### config.mk
export PLATFORM = sky130hd
export DESIGN_NAME = dpram_arbiter
export DESIGN_NICKNAME = d
export VERILOG_FILES = /design/src/rtl/dpram_pkg.sv /design/src/rtl/dpram_arb_core.sv /design/src/rtl/dpram_arbiter.sv
export SDC_FILE = /design/constraint.sdc
export NUM_CORES = 1
export LEC_CHECK = 0
export ABC_CLOCK_PERIOD_IN_PS = 2100
export BUFFER_PORTS_ARGS = -buffer_cell sky130_fd_sc_hd__buf_2
export CORE_MARGIN = 3
export CORE_UTILIZATION = 45
export CTS_CLUSTER_DIAMETER = 50
export DETAILED_ROUTE_END_ITERATION = 10
export PLACE_DENSITY = 0.75
export SYNTH_ARGS = -nofsm -noshare
export SYNTH_HDL_FRONTEND = slang
export SYNTH_SLANG_ARGS = --single-unit
export TNS_END_PERCENT = 20
### constraint.sdc
create_clock -name clk -period 2.1 [get_ports clk]
set_input_delay 0.21 -clock clk [delete_from_list [all_inputs] [get_ports clk]]
set_output_delay 0.21 -clock clk [all_outputs]
set_load 0.01 [all_outputs]
### src/rtl/dpram_pkg.sv
// Shared constants, FSM state type and saturating-increment helper for the
// dual-port RAM front-end arbiter.
package dpram_pkg;

  localparam int AW_DEF = 5;
  localparam int DW_DEF = 4;
  localparam int CCNT_W = 8;

  typedef enum logic {
    INIT = 1'b0,
    RUN  = 1'b1
  } state_t;

  function automatic logic [CCNT_W-1:0] sat_inc(input logic [CCNT_W-1:0] v);
    return (v == {CCNT_W{1'b1}}) ? v : v + CCNT_W'(1);
  endfunction

endpackage

### src/rtl/dpram_arb_core.sv
// Conflict detection and grant selection; purely combinational, zero latency.
// A same-address access pair involving a write grants only the prio side.
module dpram_arb_core
  import dpram_pkg::*;
#(
  parameter int AW = AW_DEF
) (
  input  logic          i_en,
  input  logic          i_prio,
  input  logic          i_a_req,
  input  logic          i_a_we,
  input  logic [AW-1:0] i_a_addr,
  input  logic          i_b_req,
  input  logic          i_b_we,
  input  logic [AW-1:0] i_b_addr,
  output logic          o_a_gnt,
  output logic          o_b_gnt,
  output logic          o_conflict
);

  logic w_conflict;

  always_comb begin
    // read-read to one address is safe on a true dual-port RAM
    w_conflict = i_a_req & i_b_req & (i_a_addr == i_b_addr) & (i_a_we | i_b_we);
    o_conflict = i_en & w_conflict;
    o_a_gnt    = i_en & i_a_req & (~w_conflict | ~i_prio);
    o_b_gnt    = i_en & i_b_req & (~w_conflict |  i_prio);
  end

endmodule

### src/rtl/dpram_arbiter.sv
// Front-end for raminfr: clears the RAM after reset, then arbitrates A/B requesters.
// Grant is same-cycle, RAM command at +1, read data/valid at +2; requesters hold until granted.
module dpram_arbiter
  import dpram_pkg::*;
#(
  parameter int AW = AW_DEF,
  parameter int DW = DW_DEF
) (
  input  logic              clk,
  input  logic              rst,
  input  logic              a_req,
  input  logic              a_we,
  input  logic [AW-1:0]     a_addr,
  input  logic [DW-1:0]     a_wdata,
  input  logic              b_req,
  input  logic              b_we,
  input  logic [AW-1:0]     b_addr,
  input  logic [DW-1:0]     b_wdata,
  output logic              a_gnt,
  output logic              b_gnt,
  output logic              a_rvalid,
  output logic              b_rvalid,
  output logic [DW-1:0]     a_rdata,
  output logic [DW-1:0]     b_rdata,
  output logic              init_done,
  output logic [CCNT_W-1:0] conflict_cnt,
  output logic              ram_wea,
  output logic              ram_web,
  output logic [AW-1:0]     ram_addra,
  output logic [AW-1:0]     ram_addrb,
  output logic [DW-1:0]     ram_dia,
  output logic [DW-1:0]     ram_dib,
  input  logic [DW-1:0]     ram_doa,
  input  logic [DW-1:0]     ram_dob
);

  localparam int ICW = (AW > 1) ? AW - 1 : 1;
  localparam logic [ICW-1:0] ICNT_LAST = ICW'((1 << (AW - 1)) - 1);

  state_t            r_state;
  state_t            w_state_nxt;
  logic [ICW-1:0]    r_icnt;
  logic [ICW-1:0]    w_icnt_nxt;
  logic              r_prio;
  logic [CCNT_W-1:0] r_ccnt;
  logic              r_wea;
  logic              r_web;
  logic [AW-1:0]     r_addra;
  logic [AW-1:0]     r_addrb;
  logic [DW-1:0]     r_dia;
  logic [DW-1:0]     r_dib;
  logic              r_a_rv1;
  logic              r_a_rv2;
  logic              r_b_rv1;
  logic              r_b_rv2;
  logic              w_run;
  logic              w_a_gnt;
  logic              w_b_gnt;
  logic              w_conflict;
  logic [AW-1:0]     w_init_addra;
  logic [AW-1:0]     w_init_addrb;

  assign w_run = (r_state == RUN);

  // each INIT cycle clears an even/odd address pair
  assign w_init_addra = AW'({r_icnt, 1'b0});
  assign w_init_addrb = w_init_addra | AW'(1);

  dpram_arb_core #(
    .AW (AW)
  ) u_core (
    .i_en       (w_run),
    .i_prio     (r_prio),
    .i_a_req    (a_req),
    .i_a_we     (a_we),
    .i_a_addr   (a_addr),
    .i_b_req    (b_req),
    .i_b_we     (b_we),
    .i_b_addr   (b_addr),
    .o_a_gnt    (w_a_gnt),
    .o_b_gnt    (w_b_gnt),
    .o_conflict (w_conflict)
  );

  always_ff @(posedge clk or posedge rst) begin
    if (rst) begin
      r_state <= INIT;
      r_icnt  <= '0;
    end else begin
      r_state <= w_state_nxt;
      r_icnt  <= w_icnt_nxt;
    end
  end

  always_comb begin
    w_state_nxt = r_state;
    w_icnt_nxt  = r_icnt;
    case (r_state)
      INIT: begin
        if (r_icnt == ICNT_LAST) begin
          w_state_nxt = RUN;
          w_icnt_nxt  = '0;
        end else begin
          w_icnt_nxt = r_icnt + ICW'(1);
        end
      end
      RUN:     w_state_nxt = RUN;
      default: w_state_nxt = INIT;
    endcase
  end

  // prio always flips to the side that just lost
  always_ff @(posedge clk or posedge rst) begin
    if (rst) begin
      r_prio <= 1'b0;
      r_ccnt <= '0;
    end else if (w_conflict) begin
      r_prio <= ~r_prio;
      r_ccnt <= sat_inc(r_ccnt);
    end
  end

  always_ff @(posedge clk or posedge rst) begin
    if (rst) begin
      r_wea   <= 1'b0;
      r_web   <= 1'b0;
      r_addra <= '0;
      r_addrb <= '0;
      r_dia   <= '0;
      r_dib   <= '0;
    end else if (!w_run) begin
      r_wea   <= 1'b1;
      r_web   <= 1'b1;
      r_addra <= w_init_addra;
      r_addrb <= w_init_addrb;
      r_dia   <= '0;
      r_dib   <= '0;
    end else begin
      r_wea <= w_a_gnt & a_we;
      r_web <= w_b_gnt & b_we;
      if (w_a_gnt) r_addra <= a_addr;
      if (w_b_gnt) r_addrb <= b_addr;
      if (w_a_gnt && a_we) r_dia <= a_wdata;
      if (w_b_gnt && b_we) r_dib <= b_wdata;
    end
  end

  always_ff @(posedge clk or posedge rst) begin
    if (rst) begin
      r_a_rv1 <= 1'b0;
      r_a_rv2 <= 1'b0;
      r_b_rv1 <= 1'b0;
      r_b_rv2 <= 1'b0;
    end else begin
      r_a_rv1 <= w_a_gnt & ~a_we;
      r_a_rv2 <= r_a_rv1;
      r_b_rv1 <= w_b_gnt & ~b_we;
      r_b_rv2 <= r_b_rv1;
    end
  end

  assign a_gnt        = w_a_gnt;
  assign b_gnt        = w_b_gnt;
  assign a_rvalid     = r_a_rv2;
  assign b_rvalid     = r_b_rv2;
  assign a_rdata      = r_a_rv2 ? ram_doa : '0;
  assign b_rdata      = r_b_rv2 ? ram_dob : '0;
  assign init_done    = w_run;
  assign conflict_cnt = r_ccnt;
  assign ram_wea      = r_wea;
  assign ram_web      = r_web;
  assign ram_addra    = r_addra;
  assign ram_addrb    = r_addrb;
  assign ram_dia      = r_dia;
  assign ram_dib      = r_dib;

endmodule

==> results.cfg, run 1 <==
[detailed_routing]
first_pass_iters = 4
vias = 1919
viasPerCell = 5.63
wl_um = 5110
drc_errors = 0
postRouteAntennaNets = 0
first_iter_violations = 124
wl_per_cell_um = 15.0

[global_route]
grt_max_degree = 39
antenna_found_initial = 0
gr-total-overflow = 0
met2_usage = 0.328
first_global_vias = 1773
grt_use_met1 = 0.266
top_usage_layer = met2
grtUsageTotal = 0.203
grt_pass1_wl_um = 8270
grtUsageMet3 = 0.0510

[clock_network]
clockBufferDepth = 2
cts-root-buf = clkbuf_8
clk_latency_ns = 0.29
cts.sinks = 38
cts_tree = done
h-tree-depth = 2
cts.reportedPaths.clkPinSlew_ns = 0.07
cts_buffers = 5

[layout]
drive_above_1_share = 0.347
n_antenna_cell = 0
multi_input_area_um2 = 975
num-nets-final = 324
fill_cells = 365
area_growth_pct = 27.8
regArea_um2 = 951

[die]
die_area_um2 = 5280
start_util = 0.483
core_um2 = 4140
ios = 73
die_w_um = 72.7
dieHeight_um = 72.7
rows = 23

[critical_path]
slowest_stage = dfrtp_1
critPathMaxStageDelay_ns = 0.50
critPathCapture = a_gnt
critical_path.cell_chain = nand2_1 -> or4_1 -> o21ai_2 -> nor2_1 -> buf_2
required_ns = 1.89
cp.depth = 5
worst_setup_path_start_kind = register
r2r_cells = 5
cp_top_family = simple AND/OR/NAND/NOR gates
path_max_fanout = 8
crit_start = r_prio$_DFFE_PP0P_
r2r_start = conflict_cnt[0]$_DFFE_PP0P_
critPathCaptureType = output pin
critPathKind = reg -> out
critPathBufInv = 1
crit_arrival_ns = 1.80
r2r_setup_slack_ns = 0.31
rr_endpoint = conflict_cnt[1]$_DFFE_PP0P_

[place]
portBuffers = 72
hpwl_um = 3760
gp_congestion = 0.840

[timing]
finalSetupTns_ns = 0
rsz0062_at_grt = no
setup-violations-final = 0
drv_slew = 0
clock_skew_ns = 0.00319
fin_crit_sh = 0.956
timing.fmax_mhz = 498
post-route-min-period_ns = 2.01
tightestPinTransition_ns = 0.469
slew_headroom = 0.687
finalHoldViolations = 0

[synthesis]
synth_edf_count = 0
synth.distinct_cells = 35
synthFlopType = dfrtp_1
syn_area_um2 = 2000
synthCells = 212
postSynth.asyncResetShare = 1.00
synth_warnings = 0
ys_seq_elements = 38
avgSynthCellArea_um2 = 9.44
synth_seq_area_share = 0.475
synth_nets = 246

[power]
power_density_nw_per_um2 = 651
power_uw = 1660
ir_worst_vdd_mv = 0.358
power.leakage_uw = 0.00131

[worst_hold_path]
hp-class = in -> async

[job]
cap_violations = 0

[status]
status = finished, final reports clean
state kept, by name (all words and copies together) (netlist names):
name,flops
ram_wea,1
r_icnt,4
r_a_rv1,1
a_rvalid,1
r_prio,1
conflict_cnt,8
ram_web,1
r_b_rv1,1
ram_dib,4
ram_addrb,5
ram_dia,4
b_rvalid,1
ram_addra,5
init_done,1
cell families (layout without fill, tap and decap cells):
family,Yosys count,in the layout,synth area share
xor gates and xnor gates,10,10,0.0438
and+or+nand+nor,97,97,0.258
muxes,14,14,0.0725
DFF,38,38,0.475
AOI/OAI and AO/OA,31,31,0.0982
buffers and inverters,20,99,0.0394
adders and majority gates,2,2,0.0125
per-layer routing:
layer | up-vias | wire length [um]
met5 | - | 0
met4 | 0 | 84
met3 | 11 | 420
met2 | 83 | 2340
met1 | 902 | 2260
li1 | 923 | -
final cells by class:
cell class                      instances  area share
Multi-Input combinational cell        154       0.381
Tap cell                               50      0.0245
Clock inverter                          1     0.00196
Inverter                                7      0.0103
Clock buffer                            7      0.0338
Timing Repair Buffer                   84       0.176
Sequential cell                        38       0.372
cells in the final DEF (no fill, tap or decap), drive strengths merged, types with 2 or more instances in the layout:
cell	instances
nor2	3
buf	84
xnor2	5
a21oi	5
nand4	2
or3	4
nand2	31
a31o	2
ha	2
nand3b	3
o22ai	7
nor3	15
clkbuf	7
a311oi	2
inv	7
nand2b	9
and2	8
nand3	4
xor2	5
mux2	4
or4	3
a31oi	7
dfrtp	38
o21ai	5
and3	3
mux2i	10
nor4	11
cell usage after synthesis, drive strengths merged (3+ instances only):
master	count	area, um2
or3	4	25.0
clkbuf	12	45.0
nor2	3	11.3
dfrtp	38	951
or4	3	26.3
a31oi	7	43.8
o21ai	5	25.0
nand2b	9	56.3
xor2	5	43.8
and2	8	50.1
nand3	4	20.0
a21oi	5	25.0
nand2	31	116
xnor2	5	43.8
mux2	4	45.0
o22ai	7	43.8
mux2i	10	100
and3	3	18.8
nor3	15	80.1
nor4	11	68.8
inv	7	26.3
nand3b	3	22.5
power by group:
| group | leakage, uW | switching [uW] | internal, uW | total, uW |
|---|---|---|---|---|
| clock network | 0.0000482 | 248 | 265 | 513 |
| logic | 0.000792 | 180 | 139 | 319 |
| registers | 0.000473 | 42.1 | 790 | 832 |
| total | 0.00131 | 470 | 1190 | 1660 |
worst min-delay path by stage:
stage / end / slack (ns) / depth (start not counted)
floorplan: r_a_rv1$_DFF_PP0_ / 0.28 / 1
global placement: b_rvalid$_DFF_PP0_ / 0.33 / 0
detailed placement: b_rvalid$_DFF_PP0_ / 0.34 / 0
CTS: conflict_cnt[3]$_DFFE_PP0P_ / 0.04 / 3
global route: b_rvalid$_DFF_PP0_ / 0.08 / 3
finish: b_rvalid$_DFF_PP0_ / 0.02 / 3
metrics by stage:
step / hold WS, ns / instances / setup slack [ns] / area (um2) / util
6_report: 0.0246 / 341 / 0.0923 / 2560 / 0.617
4_1_cts: 0.0420 / 341 / 0.0596 / 2550 / 0.616
3_3_place_gp: 0.333 / 333 / 0.235 / 2460 / 0.594
3_5_place_dp: 0.339 / 333 / 0.165 / 2460 / 0.594
5_1_grt: 0.0835 / 341 / 0.00187 / 2560 / 0.617
2_1_floorplan: 0.281 / 212 / 0.323 / 2000 / -
tightest hold or removal path, delay by kind of cell:
kind	cells	cell delay (ns)
buf+inv	3	0.54
repair_timing:
| action | in CTS | in global routing |
|---|---|---|
| hold buffers | 0 | 0 |
| endpoints found under the setup margin | 0 | 1 |
| gates resized for setup | 0 | 1 |
| setup buffers | 0 | 0 |
(Power assumes the default switching activity.)
==> run 2: changes to the inputs <==
--- a/config.mk
+++ b/config.mk
@@ -5,13 +5,13 @@
 export SDC_FILE = /design/constraint.sdc
 export NUM_CORES = 1
 export LEC_CHECK = 0
-export ABC_CLOCK_PERIOD_IN_PS = 2100
 export BUFFER_PORTS_ARGS = -buffer_cell sky130_fd_sc_hd__buf_2
 export CORE_MARGIN = 3
 export CORE_UTILIZATION = 45
 export CTS_CLUSTER_DIAMETER = 50
 export DETAILED_ROUTE_END_ITERATION = 10
-export PLACE_DENSITY = 0.75
+export PLACE_DENSITY = 0.8
+export REMOVE_ABC_BUFFERS = 1
 export SYNTH_ARGS = -nofsm -noshare
 export SYNTH_HDL_FRONTEND = slang
 export SYNTH_SLANG_ARGS = --single-unit
==> results.cfg, run 2 (synthesized netlist as in run 1, its figures left out) <==
[critical_path]
cp_top_family = simple AND/OR/NAND/NOR gates
critical_path.cell_chain = nand2_1 -> or4_1 -> o21ai_1 -> nor2_1 -> buf_2
critPathBufInv = 1
critPathCaptureType = output pin
r2r_setup_slack_ns = 0.34
critPathKind = reg -> out
r2r_start = conflict_cnt[0]$_DFFE_PP0P_
required_ns = 1.89
path_max_fanout = 8
rr_endpoint = conflict_cnt[1]$_DFFE_PP0P_
slowest_stage = or4_1
r2r_cells = 5
worst_setup_path_start_kind = register
crit_arrival_ns = 1.75
critPathMaxStageDelay_ns = 0.51
crit_start = r_prio$_DFFE_PP0P_

[timing]
rsz0062_at_grt = no
fin_crit_sh = 0.934
setup-violations-final = 0
finalHoldViolations = 0
finalSetupTns_ns = 0
timing.fmax_mhz = 510
hold_ws_ns = 0.0283
tightestPinTransition_ns = 0.588
drv_slew = 0
post-route-min-period_ns = 1.96
clock_skew_ns = 0.00616
slew_headroom = 0.608

[layout]
area_growth_pct = 28.1
drive_above_1_share = 0.348
n_antenna_cell = 0
stdcell_count = 340
layout_common_cells = buf_2 (72), dfrtp_1 (37), nand2_1 (31)
fin_area_um2 = 2560
largest_register_ffs = 8
final_common_cell = buf_2
num-nets-final = 323

[detailed_routing]
vias = 1851
drc_errors = 0
wl_per_cell_um = 14.1
postRouteAntennaNets = 0
first_pass_iters = 5
viasPerCell = 5.44
first_iter_violations = 198
wl_um = 4780

[global_route]
grtUsageTotal = 0.188
antenna_found_initial = 0
first_global_vias = 1667
grt_pass1_wl_um = 7740
grt_max_degree = 46
gr-total-overflow = 0

[die]
start_util = 0.483
die_w_um = 72.7
core_um2 = 4140
dieHeight_um = 72.7
rows = 23
die_area_um2 = 5280
ios = 73

[power]
power_switching_share = 0.268
power_density_nw_per_um2 = 682
power.leakage_uw = 0.00132
switchingPower_uw = 468
p_int_uw = 1280
p_clk_frac = 0.343
p_seq_frac = 0.478
ir_worst_vdd_mv = 0.438
power_frac_comb = 0.179

[place]
hpwl_um = 3570
portBuffers = 72
place_area_um2 = 2450
gp_congestion = 0.882
placed_cells = 332

[clock_network]
cts.reportedPaths.clkPinSlew_ns = 0.07
cts.sinks = 38
clk_latency_ns = 0.28
clockBufferDepth = 2
cts_tree = done
cts_buffers = 5
h-tree-depth = 2
cts-root-buf = clkbuf_8

[status]
status = finished, final reports clean

[worst_hold_path]
hp-class = in -> async

[job]
cap_violations = 0
==> run 2: worst max path at each step <==
stage,to,cells after the start
finish,a_gnt,5
detailed placement,conflict_cnt[6]$_DFFE_PP0P_,5
CTS,a_gnt,5
global route,a_gnt,5
floorplan,conflict_cnt[1]$_DFFE_PP0P_,4
global placement,conflict_cnt[7]$_DFFE_PP0P_,5
==> run 2: cell type report <==
cell class | instances | area, um2
clock buffer | 5 | 68.8
clock inverter | 3 | 40.0
fill | 375 | 1580
inverter | 7 | 26.3
multi-input combinational | 154 | 971
sequential | 38 | 952
tap | 50 | 62.6
timing repair buffer | 83 | 443
==> run 2: tightest hold or removal path: cells and delay by family <==
family	cells	cell delay [ns]
buffers and inverters	3	0.55
==> run 2: per-layer routing <==
| layer | part of all wire | GRT usage | vias to the layer above | wire length (um) |
|---|---|---|---|---|
| met1 | 0.42 | 0.250 | 844 | 2020 |
| met2 | 0.47 | 0.303 | 87 | 2250 |
| met5 | 0 | 0 | - | 0 |
| met4 | 0.017 | 0.0451 | 0 | 80 |
| met3 | 0.092 | 0.0551 | 9 | 441 |
| li1 | - | - | 911 | - |
==> run 2: through the flow <==
stage	total power, uW	worst slack (ns)	utilization
final	1750	0.140	0.619
after global routing	1840	0.0581	0.619
after CTS	1770	0.0670	0.618
after floorplan	1010	-0.217	-
after global placement	1150	0.298	0.592
after detailed placement	1160	0.259	0.592
==> run 2: power groups by stage <==
| stage | registers [uW] | clock network, uW | logic [uW] |
|---|---|---|---|
| 2_1_floorplan | 868 | 0 | 146 |
| 3_3_place_gp | 844 | 0 | 309 |
| 3_5_place_dp | 846 | 0 | 316 |
| 4_1_cts | 834 | 615 | 316 |
| 5_1_grt | 844 | 650 | 349 |
| 6_report | 835 | 600 | 313 |
==> run 2: what timing repair did <==
action | in CTS | in global routing
setup endpoints to repair | 0 | 1
setup buffers | 0 | 0
hold buffers | 0 | 0
resized for setup | 0 | 1
==> run 3: changes to the inputs <==
--- a/config.mk
+++ b/config.mk
@@ -11,7 +11,9 @@
 export CTS_CLUSTER_DIAMETER = 50
 export DETAILED_ROUTE_END_ITERATION = 10
 export PLACE_DENSITY = 0.8
+export RECOVER_POWER = 100
 export REMOVE_ABC_BUFFERS = 1
+export SKIP_CTS_REPAIR_TIMING = 1
 export SYNTH_ARGS = -nofsm -noshare
 export SYNTH_HDL_FRONTEND = slang
 export SYNTH_SLANG_ARGS = --single-unit
==> results.cfg, run 3 (synthesized netlist as in run 1, its figures left out) <==
[status]
status = finished, final reports clean

[power]
power_uw = 1730
power.leakage_uw = 0.00117
power_density_nw_per_um2 = 695
ir_worst_vdd_mv = 0.437

[timing]
setup_slack_ns = 0.154
slew_headroom = 0.384
tightestPinTransition_ns = 0.925
setup-violations-final = 0
drv_slew = 0
fin_crit_sh = 0.927
finalSetupTns_ns = 0
post-route-min-period_ns = 1.95
finalHoldViolations = 0
hold_ws_ns = 0.135
clock_skew_ns = 0.00644
rsz0062_at_grt = no
timing.fmax_mhz = 514

[worst_hold_path]
min_from = b_we
holdPathEnd = r_b_rv1$_DFF_PP0_
hp-class = in -> reg
hold_depth = 2

[die]
dieHeight_um = 72.7
core_um2 = 4140
ios = 73
die_w_um = 72.7
start_util = 0.483
die_area_um2 = 5280
rows = 23

[layout]
largest_register_ffs = 8
layout_common_cells = clkbuf_1 (43), dfrtp_1 (37), buf_2 (32)
n_antenna_cell = 0
final_common_cell = clkbuf_1
fin_util = 0.601
drive_above_1_share = 0.197
num-nets-final = 323
area_growth_pct = 24.6

[detailed_routing]
first_pass_iters = 5
drc_errors = 0
postRouteAntennaNets = 0
viasPerCell = 5.47
vias = 1861
wl_per_cell_um = 14.2
first_iter_violations = 183
wl_um = 4840

[clock_network]
clockBufferDepth = 2
cts.reportedPaths.clkPinSlew_ns = 0.07
cts_tree = done
cts-root-buf = clkbuf_8
h-tree-depth = 2
cts.sinks = 38
cts_buffers = 5
clk_latency_ns = 0.29

[critical_path]
worst_setup_path_start_kind = register
slowest_stage = or4_1
cp_top_family = simple AND/OR/NAND/NOR gates
critPathKind = reg -> out
critPathCaptureType = output pin
path_max_fanout = 8
required_ns = 1.89
rr_endpoint = conflict_cnt[1]$_DFFE_PP0P_
r2r_cells = 5
r2r_setup_slack_ns = 0.28
critical_path.cell_chain = nand2_1 -> or4_1 -> o21ai_1 -> nor2_1 -> clkbuf_1
critPathBufInv = 1
critPathMaxStageDelay_ns = 0.51
r2r_start = conflict_cnt[0]$_DFFE_PP0P_
crit_arrival_ns = 1.74

[global_route]
gr-total-overflow = 0
first_global_vias = 1667
antenna_found_initial = 0
grt_pass1_wl_um = 7740
grt_max_degree = 46
grtUsageTotal = 0.188

[place]
place_ws_ns = 0.259
portBuffers = 72
gp_congestion = 0.882
hpwl_um = 3570

[job]
cap_violations = 0
-- run 3: final cells by class --
cell class              count  area (um2)
repair buffers             83         377
multi-input cells         154         966
flip-flops and latches     38         952
well taps                  50        62.6
clock inverters             3        40.0
inverters                   7        26.3
clock buffers               5        68.8
fillers                   405        1650
-- run 3: how the worst max path moves through the flow --
| stage | startpoint | end | slack [ns] | depth (start not counted) |
|---|---|---|---|---|
| 2_1_floorplan | init_done$_DFF_PP0_ | conflict_cnt[1]$_DFFE_PP0P_ | -0.22 | 4 |
| 4_1_cts | r_prio$_DFFE_PP0P_ | a_gnt | 0.07 | 5 |
| 5_1_grt | r_prio$_DFFE_PP0P_ | a_gnt | 0.06 | 5 |
| 3_5_place_dp | b_addr[2] | conflict_cnt[6]$_DFFE_PP0P_ | 0.26 | 5 |
| 3_3_place_gp | b_addr[2] | conflict_cnt[7]$_DFFE_PP0P_ | 0.30 | 5 |
| 6_report | r_prio$_DFFE_PP0P_ | a_gnt | 0.15 | 5 |
-- run 3: power breakdown --
part | internal, uW | switching (uW) | leakage, uW
registers | 791 | 45.2 | 0.000471
clock network | 349 | 252 | 0.0000579
logic | 121 | 174 | 0.000641
total | 1260 | 471 | 0.00117
-- run 3: worst reg2reg max path, stage by stage, from the launching register on --
cell and delay, ns:
dfrtp_1 0.42, ha_1 0.23, and3_1 0.22, a31o_2 0.27
nor3_1 0.20, mux2_2 0.36
-- run 3: per-stage QoR --
step / cell area [um2] / instances
2_1_floorplan: 1950 / 199
3_3_place_gp: 2450 / 332
3_5_place_dp: 2450 / 332
4_1_cts: 2560 / 340
5_1_grt: 2490 / 340
6_report: 2490 / 340
-- run 3: per-layer routing --
layer | up-vias | track usage | routed length [um]
met2 | 82 | 0.303 | 2210
met4 | 0 | 0.0451 | 77
li1 | 915 | - | -
met1 | 855 | 0.250 | 2110
met5 | - | 0 | 0
met3 | 9 | 0.0551 | 438
